## src/rtl/apb_spi_pkg.sv

```systemverilog
// Shared definitions for the APB-to-SPI bridge: register offsets,
// sequencer state encoding and STATUS register bit positions.
package apb_spi_pkg;

  localparam logic [7:0] REG_CTRL   = 8'h00;
  localparam logic [7:0] REG_TXDATA = 8'h04;
  localparam logic [7:0] REG_RXDATA = 8'h08;
  localparam logic [7:0] REG_STATUS = 8'h0C;
  localparam logic [7:0] REG_IEN    = 8'h10;

  typedef enum logic [2:0] {
    ST_IDLE,
    ST_CMD,
    ST_SEND,
    ST_WAIT,
    ST_READ
  } seq_state_t;

  localparam int STAT_TX_FULL  = 0;
  localparam int STAT_TX_EMPTY = 1;
  localparam int STAT_RX_FULL  = 2;
  localparam int STAT_RX_EMPTY = 3;
  localparam int STAT_BUSY     = 4;
  localparam int STAT_TX_COUNT = 8;
  localparam int STAT_RX_COUNT = 12;

endpackage

```

## src/rtl/sync_fifo.sv

```systemverilog
// Single-clock FIFO with a combinational head; push on full and pop on
// empty are ignored, judged on the state before the current edge.
module sync_fifo #(
  parameter int WIDTH = 8,
  parameter int DEPTH = 4
) (
  input  logic                     i_clk,
  input  logic                     i_rst_n,
  input  logic                     i_push,
  input  logic                     i_pop,
  input  logic [WIDTH-1:0]         i_wdata,
  output logic [WIDTH-1:0]         o_rdata,
  output logic                     o_full,
  output logic                     o_empty,
  output logic [$clog2(DEPTH):0]   o_count
);

  localparam int PTR_W = $clog2(DEPTH);

  logic [WIDTH-1:0] r_mem [DEPTH];
  logic [PTR_W-1:0] r_wptr;
  logic [PTR_W-1:0] r_rptr;
  logic [PTR_W:0]   r_count;
  logic             w_push;
  logic             w_pop;

  assign o_full  = (r_count == (PTR_W+1)'(DEPTH));
  assign o_empty = (r_count == '0);
  assign o_count = r_count;
  assign o_rdata = r_mem[r_rptr];
  assign w_push  = i_push & ~o_full;
  assign w_pop   = i_pop & ~o_empty;

  always_ff @(posedge i_clk) begin
    if (w_push) begin
      r_mem[r_wptr] <= i_wdata;
    end
  end

  // Pointers rely on DEPTH being a power of two for natural wrap-around.
  always_ff @(posedge i_clk or negedge i_rst_n) begin
    if (!i_rst_n) begin
      r_wptr  <= '0;
      r_rptr  <= '0;
      r_count <= '0;
    end else begin
      if (w_push) begin
        r_wptr <= r_wptr + 1'b1;
      end
      if (w_pop) begin
        r_rptr <= r_rptr + 1'b1;
      end
      case ({w_push, w_pop})
        2'b10:   r_count <= r_count + 1'b1;
        2'b01:   r_count <= r_count - 1'b1;
        default: r_count <= r_count;
      endcase
    end
  end

endmodule

```

## src/rtl/apb_spi_bridge.sv

```systemverilog
// APB3 slave fronting spi_if: register file, TX/RX byte FIFOs and the
// sequencer that issues command and data strobes to the SPI master.
module apb_spi_bridge
  import apb_spi_pkg::*;
#(
  parameter int ADDR_W     = 5,
  parameter int FIFO_DEPTH = 4
) (
  input  logic              i_clk,
  input  logic              i_rst_n,
  input  logic [ADDR_W-1:0] i_paddr,
  input  logic              i_psel,
  input  logic              i_penable,
  input  logic              i_pwrite,
  input  logic [31:0]       i_pwdata,
  output logic [31:0]       o_prdata,
  output logic              o_pready,
  output logic              o_pslverr,
  output logic [7:0]        o_spi_din,
  output logic              o_spi_cmd,
  output logic              o_spi_wr,
  output logic              o_spi_rd,
  input  logic [7:0]        i_spi_dout,
  input  logic              i_spi_irq,
  output logic              o_irq
);

  localparam int CNT_W = $clog2(FIFO_DEPTH) + 1;

  seq_state_t r_state;
  seq_state_t w_next_state;

  logic [7:0]        r_cmd_reg;
  logic              r_cmd_pend;
  logic [1:0]        r_ien;
  logic [7:0]        r_last_din;

  logic              w_access;
  logic              w_wr;
  logic              w_rd;
  logic [ADDR_W-1:0] w_addr;
  logic              w_is_ctrl;
  logic              w_is_tx;
  logic              w_is_rx;
  logic              w_is_status;
  logic              w_is_ien;

  logic              w_tx_push;
  logic              w_tx_pop;
  logic [7:0]        w_tx_head;
  logic              w_tx_full;
  logic              w_tx_empty;
  logic [CNT_W-1:0]  w_tx_count;
  logic              w_rx_push;
  logic              w_rx_pop;
  logic [7:0]        w_rx_head;
  logic              w_rx_full;
  logic              w_rx_empty;
  logic [CNT_W-1:0]  w_rx_count;
  logic [3:0]        w_tx_cnt4;
  logic [3:0]        w_rx_cnt4;
  logic [31:0]       w_status;
  logic              w_busy;
  logic              w_unused;

  assign w_access    = i_psel & i_penable;
  assign w_wr        = w_access & i_pwrite;
  assign w_rd        = w_access & ~i_pwrite;
  assign w_addr      = {i_paddr[ADDR_W-1:2], 2'b00};
  assign w_is_ctrl   = (w_addr == ADDR_W'(REG_CTRL));
  assign w_is_tx     = (w_addr == ADDR_W'(REG_TXDATA));
  assign w_is_rx     = (w_addr == ADDR_W'(REG_RXDATA));
  assign w_is_status = (w_addr == ADDR_W'(REG_STATUS));
  assign w_is_ien    = (w_addr == ADDR_W'(REG_IEN));
  assign w_unused    = ^{i_pwdata[31:8], i_paddr[1:0]};

  assign w_tx_push = w_wr & w_is_tx;
  assign w_rx_pop  = w_rd & w_is_rx;

  sync_fifo #(.WIDTH(8), .DEPTH(FIFO_DEPTH)) u_tx_fifo (
    .i_clk   (i_clk),
    .i_rst_n (i_rst_n),
    .i_push  (w_tx_push),
    .i_pop   (w_tx_pop),
    .i_wdata (i_pwdata[7:0]),
    .o_rdata (w_tx_head),
    .o_full  (w_tx_full),
    .o_empty (w_tx_empty),
    .o_count (w_tx_count)
  );

  sync_fifo #(.WIDTH(8), .DEPTH(FIFO_DEPTH)) u_rx_fifo (
    .i_clk   (i_clk),
    .i_rst_n (i_rst_n),
    .i_push  (w_rx_push),
    .i_pop   (w_rx_pop),
    .i_wdata (i_spi_dout),
    .o_rdata (w_rx_head),
    .o_full  (w_rx_full),
    .o_empty (w_rx_empty),
    .o_count (w_rx_count)
  );

  // A CTRL write landing in the CMD cycle re-arms cmd_pend for the new value.
  always_ff @(posedge i_clk or negedge i_rst_n) begin
    if (!i_rst_n) begin
      r_cmd_reg  <= '0;
      r_cmd_pend <= 1'b0;
      r_ien      <= '0;
      r_last_din <= '0;
    end else begin
      if (w_wr && w_is_ctrl) begin
        r_cmd_reg  <= i_pwdata[7:0];
        r_cmd_pend <= 1'b1;
      end else if (r_state == ST_CMD) begin
        r_cmd_pend <= 1'b0;
      end
      if (w_wr && w_is_ien) begin
        r_ien <= i_pwdata[1:0];
      end
      if (r_state == ST_CMD) begin
        r_last_din <= r_cmd_reg;
      end else if (r_state == ST_SEND) begin
        r_last_din <= w_tx_head;
      end
    end
  end

  always_ff @(posedge i_clk or negedge i_rst_n) begin
    if (!i_rst_n) begin
      r_state <= ST_IDLE;
    end else begin
      r_state <= w_next_state;
    end
  end

  always_comb begin
    w_next_state = r_state;
    o_spi_cmd    = 1'b0;
    o_spi_wr     = 1'b0;
    o_spi_rd     = 1'b0;
    o_spi_din    = r_last_din;
    w_tx_pop     = 1'b0;
    w_rx_push    = 1'b0;
    case (r_state)
      ST_IDLE: begin
        if (r_cmd_pend) begin
          w_next_state = ST_CMD;
        end else if (!w_tx_empty && !w_rx_full) begin
          w_next_state = ST_SEND;
        end
      end
      ST_CMD: begin
        o_spi_cmd    = 1'b1;
        o_spi_din    = r_cmd_reg;
        w_next_state = ST_IDLE;
      end
      ST_SEND: begin
        o_spi_wr     = 1'b1;
        o_spi_din    = w_tx_head;
        w_tx_pop     = 1'b1;
        w_next_state = ST_WAIT;
      end
      ST_WAIT: begin
        if (i_spi_irq) begin
          w_next_state = ST_READ;
        end
      end
      ST_READ: begin
        o_spi_rd     = 1'b1;
        w_rx_push    = 1'b1;
        w_next_state = ST_IDLE;
      end
      default: w_next_state = ST_IDLE;
    endcase
  end

  assign w_busy    = (r_state != ST_IDLE) | r_cmd_pend;
  assign w_tx_cnt4 = 4'(w_tx_count);
  assign w_rx_cnt4 = 4'(w_rx_count);

  always_comb begin
    w_status                      = '0;
    w_status[STAT_TX_FULL]        = w_tx_full;
    w_status[STAT_TX_EMPTY]       = w_tx_empty;
    w_status[STAT_RX_FULL]        = w_rx_full;
    w_status[STAT_RX_EMPTY]       = w_rx_empty;
    w_status[STAT_BUSY]           = w_busy;
    w_status[STAT_TX_COUNT +: 3]  = w_tx_cnt4[2:0];
    w_status[STAT_RX_COUNT +: 3]  = w_rx_cnt4[2:0];
  end

  always_comb begin
    o_prdata = '0;
    if (w_rd) begin
      if (w_is_ctrl) begin
        o_prdata[7:0] = r_cmd_reg;
      end else if (w_is_rx && !w_rx_empty) begin
        o_prdata[7:0] = w_rx_head;
      end else if (w_is_status) begin
        o_prdata = w_status;
      end else if (w_is_ien) begin
        o_prdata[1:0] = r_ien;
      end
    end
  end

  assign o_pready  = 1'b1;
  assign o_pslverr = (w_wr & w_is_tx & w_tx_full) | (w_rd & w_is_rx & w_rx_empty);
  assign o_irq     = (r_ien[0] & ~w_rx_empty) |
                     (r_ien[1] & w_tx_empty & (r_state == ST_IDLE) & ~r_cmd_pend);

endmodule

```

## config.mk

```make
export PLATFORM = sky130hd
export DESIGN_NAME = apb_spi_bridge
export DESIGN_NICKNAME = d
export VERILOG_FILES = /design/src/rtl/apb_spi_pkg.sv /design/src/rtl/sync_fifo.sv /design/src/rtl/apb_spi_bridge.sv
export SDC_FILE = /design/constraint.sdc
export NUM_CORES = 1
export LEC_CHECK = 0
export ABC_AREA = 1
export ABC_CLOCK_PERIOD_IN_PS = 2000
export CAP_MARGIN = 10
export CORE_AREA = 4 4 119 98
export CTS_CLUSTER_SIZE = 25
export DETAILED_ROUTE_END_ITERATION = 16
export DIE_AREA = 0 0 123 102
export PLACE_DENSITY = 0.75
export SYNTH_ARGS = -nofsm -noshare
export SYNTH_HDL_FRONTEND = slang
export SYNTH_SLANG_ARGS = --single-unit
export TNS_END_PERCENT = 100
```

## constraint.sdc

```tcl
create_clock -name i_clk -period 2 [get_ports i_clk]
set_input_delay 0.4 -clock i_clk [delete_from_list [all_inputs] [get_ports i_clk]]
set_output_delay 0.4 -clock i_clk [all_outputs]
set_load 0.05 [all_outputs]
```

==> results of run 1 <==
[cells in the mapped netlist]
master,n,area (um2)
a21oi_1,7,35.0
a31oi_1,1,6.26
buf_2,6,30.0
buf_4,24,180
clkbuf_1,1,3.75
clkinv_1,2,7.51
conb_1,2,7.51
dfrtp_1,36,901
edfxtp_1,64,1920
fa_1,2,40.0
ha_1,10,125
inv_1,40,150
inv_2,7,26.3
nand2_1,118,443
nand2_2,1,6.26
nand3_1,76,380
nand3_2,2,20.0
nand3b_1,1,7.51
nand4_1,1,6.26
nor2_1,33,124
nor2_2,1,6.26
nor2_4,1,11.3
nor3_1,8,40.0
nor3_2,3,30.0
o21ai_0,26,130
o21ai_1,4,20.0
or2_2,1,6.26
xnor2_1,2,17.5
xor2_1,5,43.8
[cell families after synthesis]
| logic type | Yosys count |
|---|---|
| flip-flops | 100 |
| adder cells (fa/ha/maj) | 12 |
| other | 2 |
| AO/OA/AOI/OAI | 38 |
| AND/OR/NAND/NOR | 246 |
| buffers and inverters | 80 |
| XOR/XNOR | 7 |
[cell type report]
type / count / area share
clock inverters: 6 / 0.0133
clock buffers: 10 / 0.0326
repair inverters: 1 / 0.000712
repair buffers: 121 / 0.195
multi-input cells: 322 / 0.301
well taps: 144 / 0.0256
flip-flops and latches: 100 / 0.402
inverters: 49 / 0.0304
[metrics by stage]
stage	TNS, ns	cell area, um2	hold slack (ns)	cells	util
5_1_grt	-2.41	7030	0.427	753	0.664
3_5_place_dp	-9.51	5870	0.464	717	0.554
4_1_cts	-0.469	6760	0.424	748	0.638
3_3_place_gp	-7.06	5870	0.458	717	0.554
2_1_floorplan	-0.740	4810	0.104	502	-
6_report	-0.785	7030	0.419	753	0.664
[layer usage]
metal	vias to the layer above	wire length (um)
met5	-	0
met4	0	239
met3	19	819
met2	167	6080
met1	1817	5150
li1	1817	-
[final timing paths]
path / start / to / slack (ns) / cells past startpoint
max in group asynchronous: i_rst_n / u_rx_fifo.r_rptr[0] / 1.37 / 2
worst max-delay path: u_rx_fifo.r_rptr[0] / o_prdata[0] / -0.09 / 9
worst min-delay path: i_rst_n / u_rx_fifo.r_wptr[1] / 0.42 / 2
worst max register to register: u_tx_fifo.o_count[1] / u_tx_fifo.o_count[2] / -0.01 / 10
worst min register to register: r_last_din[6] / r_last_din[6] / 0.52 / 2
min in group i_clk: r_last_din[6] / r_last_din[6] / 0.52 / 2
[report_power, final]
| group | total, mW | internal [mW] | switching (mW) | leakage, nW |
|---|---|---|---|---|
| sequential | 2.81 | 2.52 | 0.287 | 1.03 |
| combinational | 5.01 | 2.00 | 3.01 | 1.83 |
| clock | 1.87 | 1.11 | 0.758 | 0.154 |
| total | 9.68 | 5.63 | 4.05 | 3.01 |
[repair_timing]
item,4_1_cts,5_1_grt
pin swaps,19,29
gates cloned,2,2
buffers inserted,14,3
hold buffers,0,0
endpoints found under the setup margin,26,28
endpoints found under the hold margin,0,0
resized for setup,132,65
==> flow_summary.yaml, run 1 <==
job:
  maxCapViolCount: 0
final_layout:
  drive_gt1_frac: 0.374
  final_common_cell: "nand2_1"
  final_cell_mix: "89 x nand2_1, 64 x edfxtp_1, 52 x buf_4, 47 x nand3_1, 34 x dfrtp_1"
  seqCellArea_um2: 2830
  final.fill_count: 726
  area_growth_pct: 48.7
  multiInputGateArea_um2: 2110
  top_regs: "u_rx_fifo.r_mem x32, u_tx_fifo.r_mem x32"
  diodes: 0
  nets: 667
yosys:
  synth-compound-area-share: 0.0405
  synth-seq-area-share: 0.597
  avgSynthCellArea_um2: 9.75
  synth-adder-area-share: 0.0349
  synth_top_family_by_area: "simple AND/OR/NAND/NOR gates"
  synth_simple_gate_area_frac: 0.229
  synth_cell_types: 29
  syn_inst: 485
  yosys_warnings: 0
  synth-seq-cells: 100
  muxShareOfSynthArea: 0
  syn_area_um2: 4730
  synthXorXnorAreaFrac: 0.0130
critical_path:
  cp.required_ns: 1.60
  crit_buf_inv: 3
  cp.arrival_ns: 1.69
  critPathMaxFanout: 5
  start_kind: "flip-flop"
  worstPathCellList: "buf_6 -> nand2_1 -> nand3_1 -> nand2_2 -> nor2_1 -> nor2_1 -> nor2_1 -> buf_4 -> buf_12"
  critPathMaxStageDelay_ns: 0.48
  critPathKind: "flip-flop to output port"
  cpMostUsedCell: "nor2_1"
  cp-end-kind: "output port"
  cpMaxStageDelayCell: "dfrtp_2"
  cp_top_family: "flip-flops"
placement:
  hpwl_um: 7740
  dp_slack_ns: -0.449
  place_congestion: 0.855
  io_buffers: 51
cts:
  cts.sinks: 100
  clk_pin_slew_ns: 0.07
  cts_root_buf: "clkbuf_16"
  cts_tree: "built"
  worstSkewPairLatency_ns: 0.34
  cts_max_level: 3
  cts-buffers-inserted: 9
  clockBufferDepth: 2
global_routing:
  grt_max_degree: 37
  grt.busiest_layer: "met2"
  grt_use_met1: 0.255
  grt_use_met3: 0.0493
  grt_pass1_vias: 3642
  gr-usage-met2: 0.323
  track_usage: 0.194
  grt-ovfl-total: 0
  antenna_found_initial: 0
  grt_first_pass_wirelength_um: 18500
routing:
  num_vias: 3820
  routedWlPerCell_um: 16.3
  routed_wl_um: 12300
  firstDrtPassIters: 6
  first_iter_violations: 300
  route.detailed.drc: 0
  viasPerCell: 5.07
  drtAntennaViolNets: 0
floorplanning:
  die_h_um: 102
  die_w_um: 123
  num_io_pins: 97
  dieArea_um2: 12500
  core_um2: 10600
  rows: 34
  start_util: 0.446
sta:
  finalSetupViolCount: 14
  slew_violations: 0
  min_period_ns: 2.09
  setup_slack_ns: -0.0898
  max_freq_ghz: 0.479
  fin_skew_ns: 0.00603
  rsz0062_at_grt: "yes"
  post-route-period-util: 1.04
  finalHoldViolations: 0
min_path:
  hold_path.class: "input pin to asynchronous set/reset pin"
power_and_ir_drop:
  ir_drop_mv: 0.682
  leakage_nw: 3.01
  finalPower_mw: 9.68
  power.density_nw_per_um2: 1380
status:
  status: "complete, but fails checks"
  violations: "setup timing"
Note: power is estimated with default switching activity, not from simulation.
==> run 2, diff against run 1 <==
--- a/config.mk
+++ b/config.mk
@@ -13,6 +13,7 @@
 export DETAILED_ROUTE_END_ITERATION = 16
 export DIE_AREA = 0 0 123 102
 export PLACE_DENSITY = 0.75
+export RECOVER_POWER = 100
 export SYNTH_ARGS = -nofsm -noshare
 export SYNTH_HDL_FRONTEND = slang
 export SYNTH_SLANG_ARGS = --single-unit
==> run 2 against run 1 <==
  * The flow still finishes with violations (setup timing)
  * Critical path depth stayed put
  * Combinational power barely moved
  * Utilization is 0.14 points lower
  * Non-clock buffer count unchanged
  * First-iteration DRC count decreased by 2.0%
  * Clock-buffer cell count unchanged
  * Die area is the same
  * Flip-flop and latch count unchanged
==> flow_summary.yaml, run 2 (synthesized netlist as in run 1, its figures left out) <==
min_path:
  min_path_cells: 2
  hp-start: "r_last_din[6]"
  hold_path_end: "r_last_din[6]"
  hold_path.class: "flip-flop to flip-flop"
floorplanning:
  dieArea_um2: 12500
  rows: 34
  start_util: 0.446
  die_w_um: 123
  num_io_pins: 97
  die_h_um: 102
  core_um2: 10600
power_and_ir_drop:
  finalPower_mw: 9.66
  ir_drop_mv: 0.679
  leakage_nw: 3.01
  power.density_nw_per_um2: 1380
cts:
  clockBufferDepth: 2
  cts_max_level: 3
  cts_tree: "built"
  cts_root_buf: "clkbuf_16"
  worstSkewPairLatency_ns: 0.34
  clk_pin_slew_ns: 0.07
  cts.sinks: 100
  cts-buffers-inserted: 9
critical_path:
  r2r_end: "u_tx_fifo.o_count[2]"
  ff2ff_setup_slack_ns: -0.01
  critPathMaxStageDelay_ns: 0.48
  cp-end-kind: "output port"
  cp_top_family: "flip-flops"
  cpMostUsedCell: "nor2_1"
  cp.arrival_ns: 1.69
  crit_buf_inv: 3
  critPathKind: "flip-flop to output port"
  critPathMaxFanout: 5
  reg2reg_depth: 10
  r2r-start: "u_tx_fifo.o_count[1]"
  cpMaxStageDelayCell: "dfrtp_2"
  worstPathCellList: "buf_6 -> nand2_1 -> nand3_1 -> nand2_2 -> nor2_1 -> nor2_1 -> nor2_1 -> buf_4 -> buf_12"
  cp.required_ns: 1.60
  start_kind: "flip-flop"
job:
  maxCapViolCount: 0
placement:
  place_inst: 717
  place_congestion: 0.855
  io_buffers: 51
  hpwl_um: 7740
sta:
  slew_violations: 0
  setup_slack_ns: -0.0858
  min_period_ns: 2.09
  rsz0062_at_grt: "yes"
  post-route-period-util: 1.04
  setup_tns_ns: -0.808
  max_freq_ghz: 0.479
  fin_skew_ns: 0.00628
  finalHoldViolations: 0
  finalSetupViolCount: 14
  slew_headroom: 0.376
  worst_pin_slew_ns: 0.936
routing:
  route.detailed.drc: 0
  routed_wl_um: 12200
  viasPerCell: 5.02
  drtAntennaViolNets: 0
  firstDrtPassIters: 4
  num_vias: 3777
  routedWlPerCell_um: 16.2
  first_iter_violations: 294
final_layout:
  fin_cells: 753
  nets: 667
  top_regs: "u_rx_fifo.r_mem x32, u_tx_fifo.r_mem x32"
  diodes: 0
  area_growth_pct: 48.4
  drive_gt1_frac: 0.374
  final_common_cell: "nand2_1"
  final.fill_count: 728
  final_cell_mix: "89 x nand2_1, 64 x edfxtp_1, 52 x buf_4, 47 x nand3_1, 34 x dfrtp_1"
global_routing:
  grt_max_degree: 37
  grt_pass1_vias: 3642
  antenna_found_initial: 0
  grt_first_pass_wirelength_um: 18500
  grt-ovfl-total: 0
  track_usage: 0.194
status:
  violations: "setup timing"
  status: "complete, but fails checks"
-- run 2: cell types whose count changed in the layout (fill, tap and decap cells not counted) --
cell             delta
clkdlybuf4s50_1    -17
clkbuf_2            +1
buf_12              -1
dlygate4sd3_1      +17
-- run 2: final cells by class --
class | count | area, um2 | area share
clock buffer | 10 | 229 | 0.0326
clock inverter | 6 | 93.8 | 0.0134
inverter | 49 | 214 | 0.0305
multi-input combinational | 322 | 2110 | 0.301
sequential | 100 | 2830 | 0.403
tap | 144 | 180 | 0.0257
timing repair buffer | 121 | 1360 | 0.193
timing repair inverter | 1 | 5.00 | 0.000713
-- run 2: worst max-delay path by stage --
stage	from	to	slack, ns	cells after the start
2_1_floorplan	i_pwrite	o_prdata[10]	-0.11	3
3_3_place_gp	i_penable	u_rx_fifo.o_count[2]	-0.36	11
3_5_place_dp	i_paddr[4]	u_rx_fifo.o_count[2]	-0.45	12
4_1_cts	u_rx_fifo.r_rptr[0]	o_prdata[4]	-0.06	7
5_1_grt	u_rx_fifo.r_rptr[0]	o_prdata[1]	-0.17	9
6_report	u_rx_fifo.r_rptr[0]	o_prdata[0]	-0.09	9
-- run 2: worst register-to-register path, cell delays in order (launching register included) --
cell	delay (ns)
dfrtp_1	0.45
inv_1	0.13
nand3_1	0.21
nand2_4	0.09
inv_2	0.10
ha_4	0.15
inv_4	0.04
fa_2	0.37
a21oi_2	0.13
o21ai_1	0.08
xor2_1	0.15
-- run 2: routing by layer --
layer  wire, um  up-vias  track usage
met3        853       17       0.0493
met4        202        0       0.0562
li1           -     1818            -
met5          0        -            0
met1       5030     1795        0.255
met2       6100      147        0.323
-- run 2: power breakdown --
group	internal [mW]	switching (mW)
registers	2.52	0.287
logic	1.99	3.00
clock network	1.11	0.756
total	5.61	4.04
-- run 2: metrics by stage --
| stage | utilization | cell area [um2] | worst slack, ns | hold slack (ns) |
|---|---|---|---|---|
| 3_3_place_gp | 0.554 | 5870 | -0.358 | 0.458 |
| 3_5_place_dp | 0.554 | 5870 | -0.449 | 0.464 |
| 5_1_grt | 0.662 | 7020 | -0.172 | 0.550 |
| 4_1_cts | 0.638 | 6760 | -0.0598 | 0.424 |
| 6_report | 0.662 | 7020 | -0.0858 | 0.517 |
| 2_1_floorplan | - | 4810 | -0.110 | 0.104 |
-- run 2: what timing repair did --
| action | in CTS | in global routing |
|---|---|---|
| resized for setup | 132 | 65 |
| hold buffers | 0 | 0 |
| setup endpoints to repair | 26 | 28 |
| cloned | 2 | 2 |
| setup buffers | 14 | 3 |
| endpoints found under the hold margin | 0 | 0 |
| pin swaps | 19 | 29 |
==> run 3, diff against run 2 <==
--- a/config.mk
+++ b/config.mk
@@ -17,4 +17,4 @@
 export SYNTH_ARGS = -nofsm -noshare
 export SYNTH_HDL_FRONTEND = slang
 export SYNTH_SLANG_ARGS = --single-unit
-export TNS_END_PERCENT = 100
+export TNS_END_PERCENT = 5
==> run 3 against run 2 <==
  * The run still ends with setup timing left
  * Combinational power fell by 19%
  * Utilization fell by 4.8 points
  * Clock power rose by 4%
  * Largest cell class unchanged
  * Worst hold slack got worse by 0.020 ns
  * Wire length fell by 4.7%
  * Sequential power barely moved
  * Die area did not move
  * Largest power group unchanged
  * Non-clock buffer count fell by 11
  * Critical path type unchanged
==> flow_summary.yaml, run 3 (synthesized netlist as in run 1, its figures left out) <==
sta:
  fin_skew_ns: 0.00916
  post-route-period-util: 1.07
  min_period_ns: 2.14
  worst_pin_slew_ns: 0.912
  rsz0062_at_grt: "yes"
  setup_slack_ns: -0.136
  setup_tns_ns: -1.51
  finalSetupViolCount: 19
  max_freq_ghz: 0.468
  slew_violations: 0
  finalHoldViolations: 0
  slew_headroom: 0.392
cts:
  cts.sinks: 100
  cts-buffers-inserted: 9
  cts_hold_buf: 0
  worstSkewPairLatency_ns: 0.35
  clockBufferDepth: 2
  cts_root_buf: "clkbuf_16"
  cts_tree: "built"
  cts_max_level: 3
  clk_pin_slew_ns: 0.07
final_layout:
  multiInputGateArea_um2: 1830
  area_growth_pct: 37.7
  diodes: 0
  top_regs: "u_rx_fifo.r_mem x32, u_tx_fifo.r_mem x32"
  final.fill_count: 816
  nets: 656
  seqCellArea_um2: 2830
  final_common_cell: "nand2_1"
  final_util: 0.615
  drive_gt1_frac: 0.293
  final_cell_mix: "106 x nand2_1, 64 x edfxtp_1, 56 x nand3_1, 34 x dfrtp_1, 33 x inv_1"
job:
  maxCapViolCount: 0
placement:
  place_congestion: 0.885
  io_buffers: 51
  hpwl_um: 7660
global_routing:
  grt_use_met1: 0.224
  gr-usage-met2: 0.333
  grt-ovfl-total: 0
  grt_max_degree: 37
  antenna_found_initial: 0
  grt.busiest_layer: "met2"
  grt_first_pass_wirelength_um: 18200
  track_usage: 0.188
  grt_use_met3: 0.0459
  grt_pass1_vias: 3778
routing:
  route.detailed.drc: 0
  firstDrtPassIters: 5
  first_iter_violations: 259
  viasPerCell: 5.14
  routedWlPerCell_um: 15.6
  routed_wl_um: 11600
  drtAntennaViolNets: 0
  num_vias: 3811
status:
  violations: "setup timing"
  status: "complete, but fails checks"
critical_path:
  cp-end-kind: "output port"
  critPathMaxFanout: 6
  critPathKind: "flip-flop to output port"
  cp.arrival_ns: 1.74
  cp.required_ns: 1.60
  start_kind: "flip-flop"
floorplanning:
  start_util: 0.446
  dieArea_um2: 12500
  core_um2: 10600
  die_w_um: 123
  num_io_pins: 97
  die_h_um: 102
  rows: 34
power_and_ir_drop:
  leakage_nw: 2.80
  power.density_nw_per_um2: 1350
  ir_drop_mv: 0.634
min_path:
  hold_path.class: "flip-flop to flip-flop"
run 3: path summary, 6_finish.rpt:
kind / depth (start not counted) / from / slack [ns] / end
worst min-delay path: 2 / r_last_din[6] / 0.50 / r_last_din[6]
max in group asynchronous: 2 / i_rst_n / 0.63 / u_rx_fifo.r_rptr[0]
worst min register to register: 2 / r_last_din[6] / 0.50 / r_last_din[6]
min in group asynchronous: 2 / i_rst_n / 0.74 / r_last_din[4]
worst max-delay path: 8 / u_rx_fifo.r_rptr[0] / -0.14 / o_prdata[4]
worst max register to register: 10 / r_state[0] / -0.02 / u_tx_fifo.o_count[2]
run 3: area by class of cell:
type                       instances  share of cell area
timing repair buffer             110               0.174
clock inverter                     7              0.0181
sequential                       100               0.434
clock buffer                       9              0.0346
tap                              144              0.0277
multi-input combinational        323               0.282
inverter                          49              0.0306
run 3: where the power goes:
| group | internal [mW] | leakage (nW) | total [mW] | switching [mW] |
|---|---|---|---|---|
| Combinational | 1.47 | 1.61 | 4.06 | 2.58 |
| Clock | 1.13 | 0.164 | 1.93 | 0.798 |
| Sequential | 2.52 | 1.02 | 2.78 | 0.262 |
run 3: repair_timing:
item | 4_1_cts | 5_1_grt
setup endpoints to repair | 27 | 21
buffers inserted | 11 | 0
pin swaps | 24 | 24
gates resized for setup | 85 | 30
cloned | 2 | 0
run 3: through the flow:
stage | cell area, um2 | setup WS, ns | hold WS [ns] | power (mW) | std cells
floorplan | 4800 | -0.110 | 0.104 | 5.05 | 502
CTS | 6560 | -0.127 | 0.484 | 8.74 | 743
finish | 6510 | -0.136 | 0.496 | 8.77 | 742
global placement | 5840 | -0.390 | 0.459 | 6.08 | 716
global route | 6510 | -0.199 | 0.530 | 9.24 | 742
detailed placement | 5840 | -0.414 | 0.465 | 6.21 | 716
run 3: layer usage:
layer	routed length [um]	share of wire
met1	4530	0.39
met2	6000	0.52
met3	790	0.068
met4	286	0.025
met5	0	0
run 3: worst max-delay path: stages (launching register included):
cell and delay (ns):
dfrtp_2 0.48, buf_12 0.16, buf_4 0.13, nand2_1 0.06
nand3_1 0.06, nand2_1 0.10, nand2_2 0.08, a21oi_4 0.17
buf_12 0.15
